<file path="src/rtl/tt_input_conditioner.sv">
// tt_input_conditioner: per-pin 2-flop synchronizer plus counter debounce with optional edge strobes.
// Define INPUT_EDGE_DETECT_EN to build rise_pulse/fall_pulse/changed; otherwise they are tied to 0.
module tt_input_conditioner #(
   parameter int WIDTH           = 8,
   parameter int DEBOUNCE_CYCLES = 2080
) (
   input  logic             clk,
   input  logic             rst_n,
   input  logic             ena,
   input  logic [WIDTH-1:0] pin_in,
   output logic [WIDTH-1:0] ui_out,
   output logic [WIDTH-1:0] rise_pulse,
   output logic [WIDTH-1:0] fall_pulse,
   output logic             changed
);
   localparam logic [11:0] LAST = 12'(DEBOUNCE_CYCLES - 1);

   logic [WIDTH-1:0]       s1_q, s1_d, s2_q, s2_d, st_q, st_d;
   logic [WIDTH-1:0][11:0] cnt_q, cnt_d;

   always_comb begin
      s1_d  = pin_in;
      s2_d  = s1_q;
      st_d  = st_q;
      cnt_d = cnt_q;
      if (ena) begin
         for (int i = 0; i < WIDTH; i++) begin
            if (s2_q[i] == st_q[i]) begin
               cnt_d[i] = '0;
            end else if (cnt_q[i] == LAST) begin
               st_d[i]  = s2_q[i];
               cnt_d[i] = '0;
            end else begin
               cnt_d[i] = cnt_q[i] + 12'd1;
            end
         end
      end
   end

   always_ff @(posedge clk) begin
      if (!rst_n) begin
         s1_q  <= '0;
         s2_q  <= '0;
         st_q  <= '0;
         cnt_q <= '0;
      end else begin
         s1_q  <= s1_d;
         s2_q  <= s2_d;
         st_q  <= st_d;
         cnt_q <= cnt_d;
      end
   end

   assign ui_out = st_q;

`ifdef INPUT_EDGE_DETECT_EN
   logic [WIDTH-1:0] rise_q, rise_d, fall_q, fall_d;

   // st only moves on an accepted level, so its next-state difference is the strobe
   always_comb begin
      rise_d = st_d & ~st_q;
      fall_d = ~st_d & st_q;
   end

   always_ff @(posedge clk) begin
      if (!rst_n) begin
         rise_q <= '0;
         fall_q <= '0;
      end else begin
         rise_q <= rise_d;
         fall_q <= fall_d;
      end
   end

   assign rise_pulse = rise_q;
   assign fall_pulse = fall_q;
   assign changed    = |(rise_q | fall_q);
`else
   assign rise_pulse = '0;
   assign fall_pulse = '0;
   assign changed    = 1'b0;
`endif
endmodule

</file>
<file path="config.mk">
export PLATFORM = sky130hd
export DESIGN_NAME = tt_input_conditioner
export DESIGN_NICKNAME = d
export VERILOG_FILES = /design/src/rtl/tt_input_conditioner.sv
export SDC_FILE = /design/constraint.sdc
export NUM_CORES = 1
export LEC_CHECK = 0
export CORE_MARGIN = 2
export CORE_UTILIZATION = 50
export CTS_BUF_LIST = sky130_fd_sc_hd__clkbuf_16
export DETAILED_ROUTE_END_ITERATION = 8
export GPL_TIMING_DRIVEN = 0
export PLACE_DENSITY = 0.69
export SYNTH_ARGS = -nofsm -noshare
export SYNTH_HDL_FRONTEND = slang
export SYNTH_SLANG_ARGS = --single-unit
</file>
<file path="constraint.sdc">
create_clock -name clk -period 2.1 [get_ports clk]
set_input_delay 0.42 -clock clk [delete_from_list [all_inputs] [get_ports clk]]
set_output_delay 0.42 -clock clk [all_outputs]
set_load 0.005 [all_outputs]
</file>
==> results.ini, run 1 <==
[outcome]
outcome = completed

[setup_path]
crit_chain = clkbuf_1 > clkbuf_1 > buf_1 > mux2i_1 > nor2_1
critPathLaunchType = input port
path_class = in -> reg
worstPathRequired_ns = 2.38
cp_common_cell = clkbuf_1
cp_max_fo = 10
cpPeakStageDelay_ns = 0.60
worstPathArrival_ns = 2.26
crit_slowest_cell = clkbuf_1
end_kind = flip-flop

[timing]
hold_viol_final = 0
max_freq_ghz = 0.5059
slew_headroom_pct = 52.36
finalClockSkew_ns = 0.008342
slew_viol_final = 0
whs_ns = 0.4294
tightest_slew_ns = 0.7146
min_period_ns = 1.977
rsz0062_at_grt = no
finalSetupViolations = 0
post-route-period-util_pct = 94.13

[placed_design]
place_congestion = 0.9339
hpwlAfterDp_microns = 9898
portBuffers = 16

[synth]
netlist_instances = 693
synth_cell_types = 68
netlist_area_sq_um = 5989
async_flop_share_pct = 0
synth_edf_count = 0
synth-seq-cells = 120
avgSynthCellArea_sq_um = 8.643
synth_flop_cell = dfxtp_1
synth_seq_area_share_pct = 40.11
yosysWarnings = 0

[pwr]
peakVddDrop_uv = 567.9
power_mw = 5.397
total_leakage_power_nw = 2.505
power_density_nw_per_um2 = 774.5

[floorplan]
core-area_sq_um = 11560
io_pins = 36
die-area_sq_um = 12870
initial_utilization_pct = 51.79
die_width_microns = 113.5
dieHeight_microns = 113.5
rows = 39

[clock_network]
clk_latency_ns = 0.41
cts.path.max_buffers = 2
cts-root-buf = clkbuf_16
htreeDepth = 4
cts_buffers = 17
clock-sinks = 120
path_clk_slew_ns = 0.05
holdBufCountCts = 0
cts_tree = yes

[detailed_routing]
drt-wirelength-per-cell_microns = 16.26
vias_per_cell = 6.008
via_count = 5401
ant_nets = 0
drtIter0Drc = 524
wl_microns = 14620
dr.pass1.iters = 7
drc = 0

[job]
drv_cap = 0

[global_routing]
grt_pass1_wl_microns = 24400
grt_pass1_vias = 5124
overflow = 0
antenna_found_initial = 0
grt_max_degree = 17
grt_use_total_pct = 23.62

[finish]
final_nets = 765
area_delta_synth_final_pct = 16.34
drive_gt1_share_pct = 8.466
n_antenna_cell = 0

[hold_path]
min_path_type = reg -> reg

[timing repair]
item	CTS	global route
resized for setup	0	4
setup endpoints to repair	2	15
cloned	0	0
endpoints found under the hold margin	0	0
buffers inserted	1	1
pin swaps	1	1
[stage by stage]
stage,cell area (sq um),TNS [ns],util (%),setup slack [ns],cells
floorplan,6050,0,-,0.3239,709
global placement,6389,-12.32,55.24,-0.3715,868
detailed placement,6389,-11.04,55.24,-0.3560,868
CTS,6958,0,60.16,0.07267,898
global route,6968,0,60.25,0.008368,899
finish,6968,0,60.25,0.1232,899
[final timing paths]
kind | from | to | slack [ns] | cells after the start
worst max-delay path | ena | cnt_q[85] | 0.12 | 5
worst min-delay path | s1_q[2] | s2_q[2] | 0.43 | 1
worst max register to register | cnt_q[48] | cnt_q[59] | 0.16 | 6
worst min register to register | s1_q[2] | s2_q[2] | 0.43 | 1
[synthesized netlist by cell type, drive strengths merged (3+ instances only)]
master  instances  area share (%)
o31ai          13             2.1
buf            27             3.1
and2           26             2.7
xor2           23             3.4
or3            14             1.5
and3           14             1.5
a211oi          6            0.75
nand4          32             3.3
a21oi          21             1.8
o21ai          17             1.4
dfxtp         120              40
nor3b           5            0.63
a31oi          10             1.0
inv            15            0.94
clkbuf         23             1.4
nor3           28             2.3
xnor2          20             2.9
o22a            4            0.58
nor4           19             2.0
a31o            3            0.44
a22o           11             1.6
nand3          39             3.3
or4             5            0.69
nor4b           8             1.2
a21o            6            0.75
o21a           12             1.5
ha              8             1.7
nand2          59             3.7
nor2           46             2.9
and4           10             1.5
mux2i           7             1.2
o311ai         10             1.5
a32o            3            0.50
[per-layer routing]
layer | routed length, microns | share of wire (%) | vias to the layer above | global-route usage [%]
met3 | 804 | 5.5 | 24 | 5.632
li1 | - | - | 2647 | -
met1 | 6532 | 45 | 2569 | 29.77
met4 | 352 | 2.4 | 0 | 9.919
met2 | 6932 | 47 | 161 | 38.92
met5 | 0 | 0 | - | 0
[where the power goes]
| group | switching [mW] | internal [mW] | leakage (nW) |
|---|---|---|---|
| clock network | 0.980 | 1.82 | 0.273 |
| logic | 0.164 | 0.0982 | 1.26 |
| registers | 0.0276 | 2.31 | 0.971 |
| total | 1.17 | 4.23 | 2.51 |
[cell families after synthesis]
logic type | after synthesis | share of synthesized area (%)
simple gates | 314 | 28.51
compound gates | 134 | 16.50
flops | 120 | 40.11
buf+inv | 65 | 5.494
xor+xnor | 43 | 6.288
fa+ha+maj | 8 | 1.671
mux | 8 | 1.358
other cells | 1 | 0.06261
[sequential cells by signal, indices dropped and copies added, names as in the netlist]
signal,cells
s2_q,8
ui_out,8
s1_q,8
cnt_q,96
[area by class of cell]
cell class,count,area [sq um]
Multi-Input combinational cell,524,3318
Fill cell,1016,4597
Clock inverter,12,136.4
Clock buffer,17,425.4
Timing Repair Buffer,18,175.2
Inverter,15,56.30
Buffer,50,275.3
Sequential cell,120,2402
Tap cell,143,178.9
[critical path, delay by kind of cell]
| family | cells | cell delay [ns] |
|---|---|---|
| simple gates | 1 | 0.06 |
| mux | 1 | 0.26 |
| buf+inv | 3 | 1.52 |
[placed cells by master (no fill, tap or decap), types with 20 or more instances in the layout]
cell,netlist,layout
dfxtp_1,120,120
xnor2_1,20,20
xor2_1,23,23
nand4_1,32,32
nand3_1,39,39
nor2_1,46,46
clkbuf_1,23,21
and2_1,26,26
nand2_1,58,58
a21oi_1,21,21
nor3_1,28,28
Power figures use the tool's default switching activity.
==> run 2: changes to the inputs <==
Settings changed: CORE_ASPECT_RATIO set to 1.75, HOLD_SLACK_MARGIN set to 0.02.
==> run 2 against run 1 <==
  * Sequential power about the same
  * Clock-buffer cell count stayed put
  * Clock skew fell by 0.0017 ns
  * Design area is essentially flat
  * Core utilization down 0.43 points
  * Fmax about the same
  * Cell count is 0.56% lower
  * Via count increased by 0.72%
  * Combinational power hardly changed
  * Hold slack improved by 0.0065 ns
  * Critical path depth shrank 1
  * Flip-flop and latch count is the same
  * Critical endpoint is now cnt_q[59]
  * Highest routed layer unchanged
==> results.ini, run 2 (same netlist as run 1, synthesis figures left out) <==
[job]
drv_cap = 0  ; unchanged

[global_routing]
grt_util_met3_pct = 4.206  ; -1.4 points
antenna_found_initial = 0  ; unchanged
grt_use_total_pct = 24.71  ; +1.1 points
busiest_layer = met2
overflow = 0  ; unchanged
grt_pass1_wl_microns = 25430  ; +4.2%
grt_pass1_vias = 5331  ; +4.0%
grt_max_degree = 17  ; unchanged
use_met2_pct = 45.88  ; +7.0 points
use_met1_pct = 26.62  ; -3.2 points

[detailed_routing]
drc = 0  ; unchanged
drtIter0Drc = 374  ; -29%
drt-wirelength-per-cell_microns = 17.12  ; +5.3%
vias_per_cell = 6.085  ; +1.3%
via_count = 5440  ; +0.72%
ant_nets = 0  ; unchanged
dr.pass1.iters = 5  ; -2
wl_microns = 15300  ; +4.7%

[clock_network]
cts.path.max_buffers = 2  ; unchanged
clock-sinks = 120  ; unchanged
cts_buffers = 17  ; unchanged
cts_tree = yes
holdBufCountCts = 0  ; unchanged
path_clk_slew_ns = 0.05  ; about the same
htreeDepth = 4  ; unchanged
clk_latency_ns = 0.41  ; about the same
cts-root-buf = clkbuf_16

[floorplan]
dieHeight_microns = 148.8  ; +31%
initial_utilization_pct = 51.43  ; -0.36 points
rows = 52  ; +33%
die_width_microns = 86.74  ; -24%
io_pins = 36  ; unchanged
die-area_sq_um = 12900  ; +0.26%
core-area_sq_um = 11650  ; +0.70%

[pwr]
peakVddDrop_uv = 587.6  ; +3.5%
total_leakage_power_nw = 2.521  ; +0.64%
power_density_nw_per_um2 = 776.9  ; +0.32%

[finish]
final_util_pct = 59.82  ; -0.43 points
drive_gt1_share_pct = 8.432  ; -0.033 points
fill_cells = 1081  ; +6.4%
final_nets = 765  ; unchanged
finalNonFillerCells = 894  ; -0.56%
largest_register = cnt_q
final_cell_mix = dfxtp_1 (120), nand2_1 (58), nor2_1 (46)
area_delta_synth_final_pct = 16.32  ; about the same
final_common_cell = dfxtp_1
largest_reg_flops = 96  ; unchanged
n_antenna_cell = 0  ; unchanged

[placed_design]
hpwlAfterDp_microns = 10740  ; +8.5%
place_congestion = 0.9056  ; -3.0%
portBuffers = 16  ; unchanged
dp_cells = 860  ; -0.92%

[timing]
hold_viol_final = 0  ; unchanged
finalClockSkew_ns = 0.006612  ; -0.001730 ns
slew_headroom_pct = 49.67  ; -2.7 points
rsz0062_at_grt = no
max_freq_ghz = 0.5059  ; about the same
whs_ns = 0.4358  ; +0.006452 ns
tightest_slew_ns = 0.7550  ; +0.04042 ns
slew_viol_final = 0  ; unchanged
finalSetupViolations = 0  ; unchanged
post-route-period-util_pct = 94.13  ; about the same
min_period_ns = 1.977  ; -0.00001500 ns

[hold_path]
whs_path_depth = 1  ; unchanged
min_path_type = reg -> reg

[setup_path]
critPathLaunchType = flip-flop
crit_path_start = cnt_q[51]
critical_path.endpoint = cnt_q[59]
cp_max_fo = 6  ; -4
path_class = reg -> reg
worstPathRequired_ns = 2.45  ; +0.07 ns
end_kind = flip-flop
reg2reg_depth = 4  ; -2
rrSetupSlack_ns = 0.12  ; -0.04 ns
reg2reg_to = cnt_q[59]
worstPathArrival_ns = 2.33  ; +0.07 ns
worst_r2r_startpoint = cnt_q[51]

[outcome]
outcome = completed

[run 2: changes by cell type in the layout (fill, tap and decap cells not counted), sizes merged]
cell and delta:
clkinv +4, clkinvlp -2, buf +1, clkbuf -1, inv +1
[run 2: per-stage QoR]
stage | TNS (ns) | cell area [sq um] | power [mW] | worst slack (ns)
5_1_grt | 0 | 6967 | 5.583 | 0.01713
2_1_floorplan | 0 | 6050 | 2.553 | 0.3239
6_report | 0 | 6967 | 5.413 | 0.1232
3_3_place_gp | -4.407 | 6379 | 2.637 | -0.2117
4_1_cts | 0 | 6953 | 5.441 | 0.008476
3_5_place_dp | -6.011 | 6379 | 2.643 | -0.2539
[run 2: metal layers]
layer / vias up / part of all wire (%)
met1: 2585 / 39
met2: 164 / 54
li1: 2659 / -
met3: 32 / 4.0
met5: - / 0
met4: 0 / 2.5
[run 2: cell type report]
type | count | area [sq um] | share of cell area (%)
plain buffers | 49 | 271.5 | 3.897
clock buffers | 17 | 425.4 | 6.106
clock inverters | 15 | 141.4 | 2.029
inverters | 15 | 56.30 | 0.8082
multi-input cells | 524 | 3318 | 47.63
flip-flops and latches | 120 | 2402 | 34.48
well taps | 135 | 168.9 | 2.425
repair buffers | 19 | 182.7 | 2.622
[run 2: how the worst min path moves through the flow]
stage                     startpoint      end  slack, ns
after floorplan              s1_q[3]  s2_q[3]       0.41
after global placement       s1_q[3]  s2_q[3]       0.41
final                        s1_q[5]  s2_q[5]       0.44
after CTS                    s1_q[3]  s2_q[3]       0.43
after detailed placement     s1_q[3]  s2_q[3]       0.42
after global routing         s1_q[3]  s2_q[3]       0.44
[run 2: timing repair]
action,in CTS,in global routing
endpoints found under the setup margin,1,17
setup buffers,1,2
pin swaps,1,1
gates resized for setup,0,4
[run 2: worst max-delay path, cell delays in order, from the launching register on]
cell and delay, ns:
dfxtp_1 0.42, nand4_1 0.28, nor4_1 0.57, or4b_1 0.47, a21bo_1 0.18
[run 2: report_power, final]
part           internal (mW)  switching, mW  leakage [nW]
Combinational         0.0983          0.164          1.26
Sequential              2.31         0.0279         0.971
Clock                   1.82          0.993         0.286
Total                   4.23           1.18          2.52
==> RTL edit (settings of run 2) <==
Add an input register stage for `ena` and `pin_in`, with the module's reset; this delays them by one clock.
--- a/src/rtl/tt_input_conditioner.sv
+++ b/src/rtl/tt_input_conditioner.sv
@@ -17,2 +17,15 @@
 
+   logic ena_q;
+   logic [WIDTH-1:0] pin_q;
+
+   always_ff @(posedge clk) begin
+      if (!rst_n) begin
+         ena_q <= '0;
+         pin_q <= '0;
+      end else begin
+         ena_q <= ena;
+         pin_q <= pin_in;
+      end
+   end
+
    logic [WIDTH-1:0]       s1_q, s1_d, s2_q, s2_d, st_q, st_d;
@@ -21,3 +34,3 @@
    always_comb begin
-      s1_d  = pin_in;
+      s1_d  = pin_q;
       s2_d  = s1_q;
@@ -25,3 +38,3 @@
       cnt_d = cnt_q;
-      if (ena) begin
+      if (ena_q) begin
          for (int i = 0; i < WIDTH; i++) begin
Formal check against the unedited RTL: same outputs for any inputs over 10 cycles, from zero or initial values and one cycle with rst_n low; that may be too few to reach the edited logic, so the function may still have changed.
==> RTL edit against run 2 <==
- sequential cell count increased by 9
- die area up 1.1%
- clock power rose by 11%
- design area grew 2.0%
- utilization is 0.31 points lower
- synthesized area up 1.2%
- hold slack lost 0.0053 ns
- final cell count down 1.1%
- sequential power grew 6%
- total power grew 7.5%
- critical path depth grew 3
- setup slack worse by 0.00074 ns
- routed wire length decreased by 11%
- largest cell class unchanged
==> RTL edit: results <==
group,metric,value,unit
place,dp.cells,852,
sta,whs,0.431,ns
detailed_routing,vias,5122,
grt,use_met3,4.36,%
cts,htreeDepth,4,
grt,grt_pass1_vias,4990,
place,place_congestion,0.829,
place,dp_hpwl,9590,um
logic_synthesis,yosysSeqAreaShare,42.6,%
grt,grt_first_pass_wirelength,23000,um
pwr,peakVddDrop,0.000575,V
logic_synthesis,synth-xor-area-share,6.50,%
sta,worst_slack,0.122,ns
pwr,p_comb_share,3.4,%
logic_synthesis,synthMuxAreaShare,1.51,%
logic_synthesis,synthAdderAreaFrac,1.65,%
logic_synthesis,ys_types,63,
detailed_routing,wl_met2,7150,um
layout,diodes,0,
detailed_routing,wl_per_cell,15.4,um
pwr,powerSeq,2490,uW
worst_setup_path,max_stage_delay,0.38,ns
worst_setup_path,critPathMaxFanout,10,
detailed_routing,wl,13700,um
layout,largest_register_ffs,96,
layout,largest-register,"cnt_q",
worst_setup_path,crit_start,"cnt_q[0]$_SDFFE_PN0P_",
detailed_routing,dr_wl_met3,464,um
worst_setup_path,slowest_stage,"a311oi_2",
logic_synthesis,avgSynthCellArea,8.88,um2
place,dp_slack,-0.109,ns
sta,tightest_slew,0.684,ns
cts,postCtsSetupBuffers,0,
logic_synthesis,synth_compound_area_share,15.3,%
grt,use_met2,39.7,%
worst_setup_path,critPathTopFamily,"compound AO/OA/AOI/OAI gates",
place,port_buffers,17,
layout,final_nets,754,
pwr,netSwitchingPower,1190,uW
grt,grtUsageMet1,24.9,%
detailed_routing,drt-met1-wl,5610,um
place,post_dp_cell_area,6460,um2
sta,clock_skew,0.00502,ns
outcome,status,"finished clean",
worst_setup_path,cp_data_arrival_time,2.31,ns
layout,drive_gt1_share,10.0,%
detailed_routing,drt-initial-drc-count,243,
pwr,p_leak,0.00265,uW
grt,grt_usage,22.3,%
logic_synthesis,synth_area_leaders,"dfxtp_1 43%, nand2_1 3.8%, and2_1 3.4%",
logic_synthesis,netlist_top_cells_count,"129 x dfxtp_1, 62 x nand2_1, 40 x nor2_1",
[RTL edit: cell types whose count changed in the layout (fill, tap and decap cells not counted), sizes merged, moves of 9 or more]
cell,run 2,this run
o311ai,10,0
nor3,28,18
o21a,12,1
nor4,19,6
dfxtp,120,129
a31oi,10,28
[RTL edit: cell type report]
class | instances | area, um2
clock inverter | 14 | 198
fill | 1052 | 4830
sequential | 129 | 2580
buffer | 52 | 288
clock buffer | 17 | 425
multi-input combinational | 507 | 3220
timing repair buffer | 18 | 178
inverter | 10 | 37.5
tap | 137 | 171
[RTL edit: final timing paths]
| check | to | cells after the start |
|---|---|---|
| min | s2_q[3]$_SDFF_PN0_ | 1 |
| max reg2reg | cnt_q[11]$_SDFFE_PN0P_ | 7 |
| max | cnt_q[11]$_SDFFE_PN0P_ | 7 |
| min reg2reg | s2_q[3]$_SDFF_PN0_ | 1 |
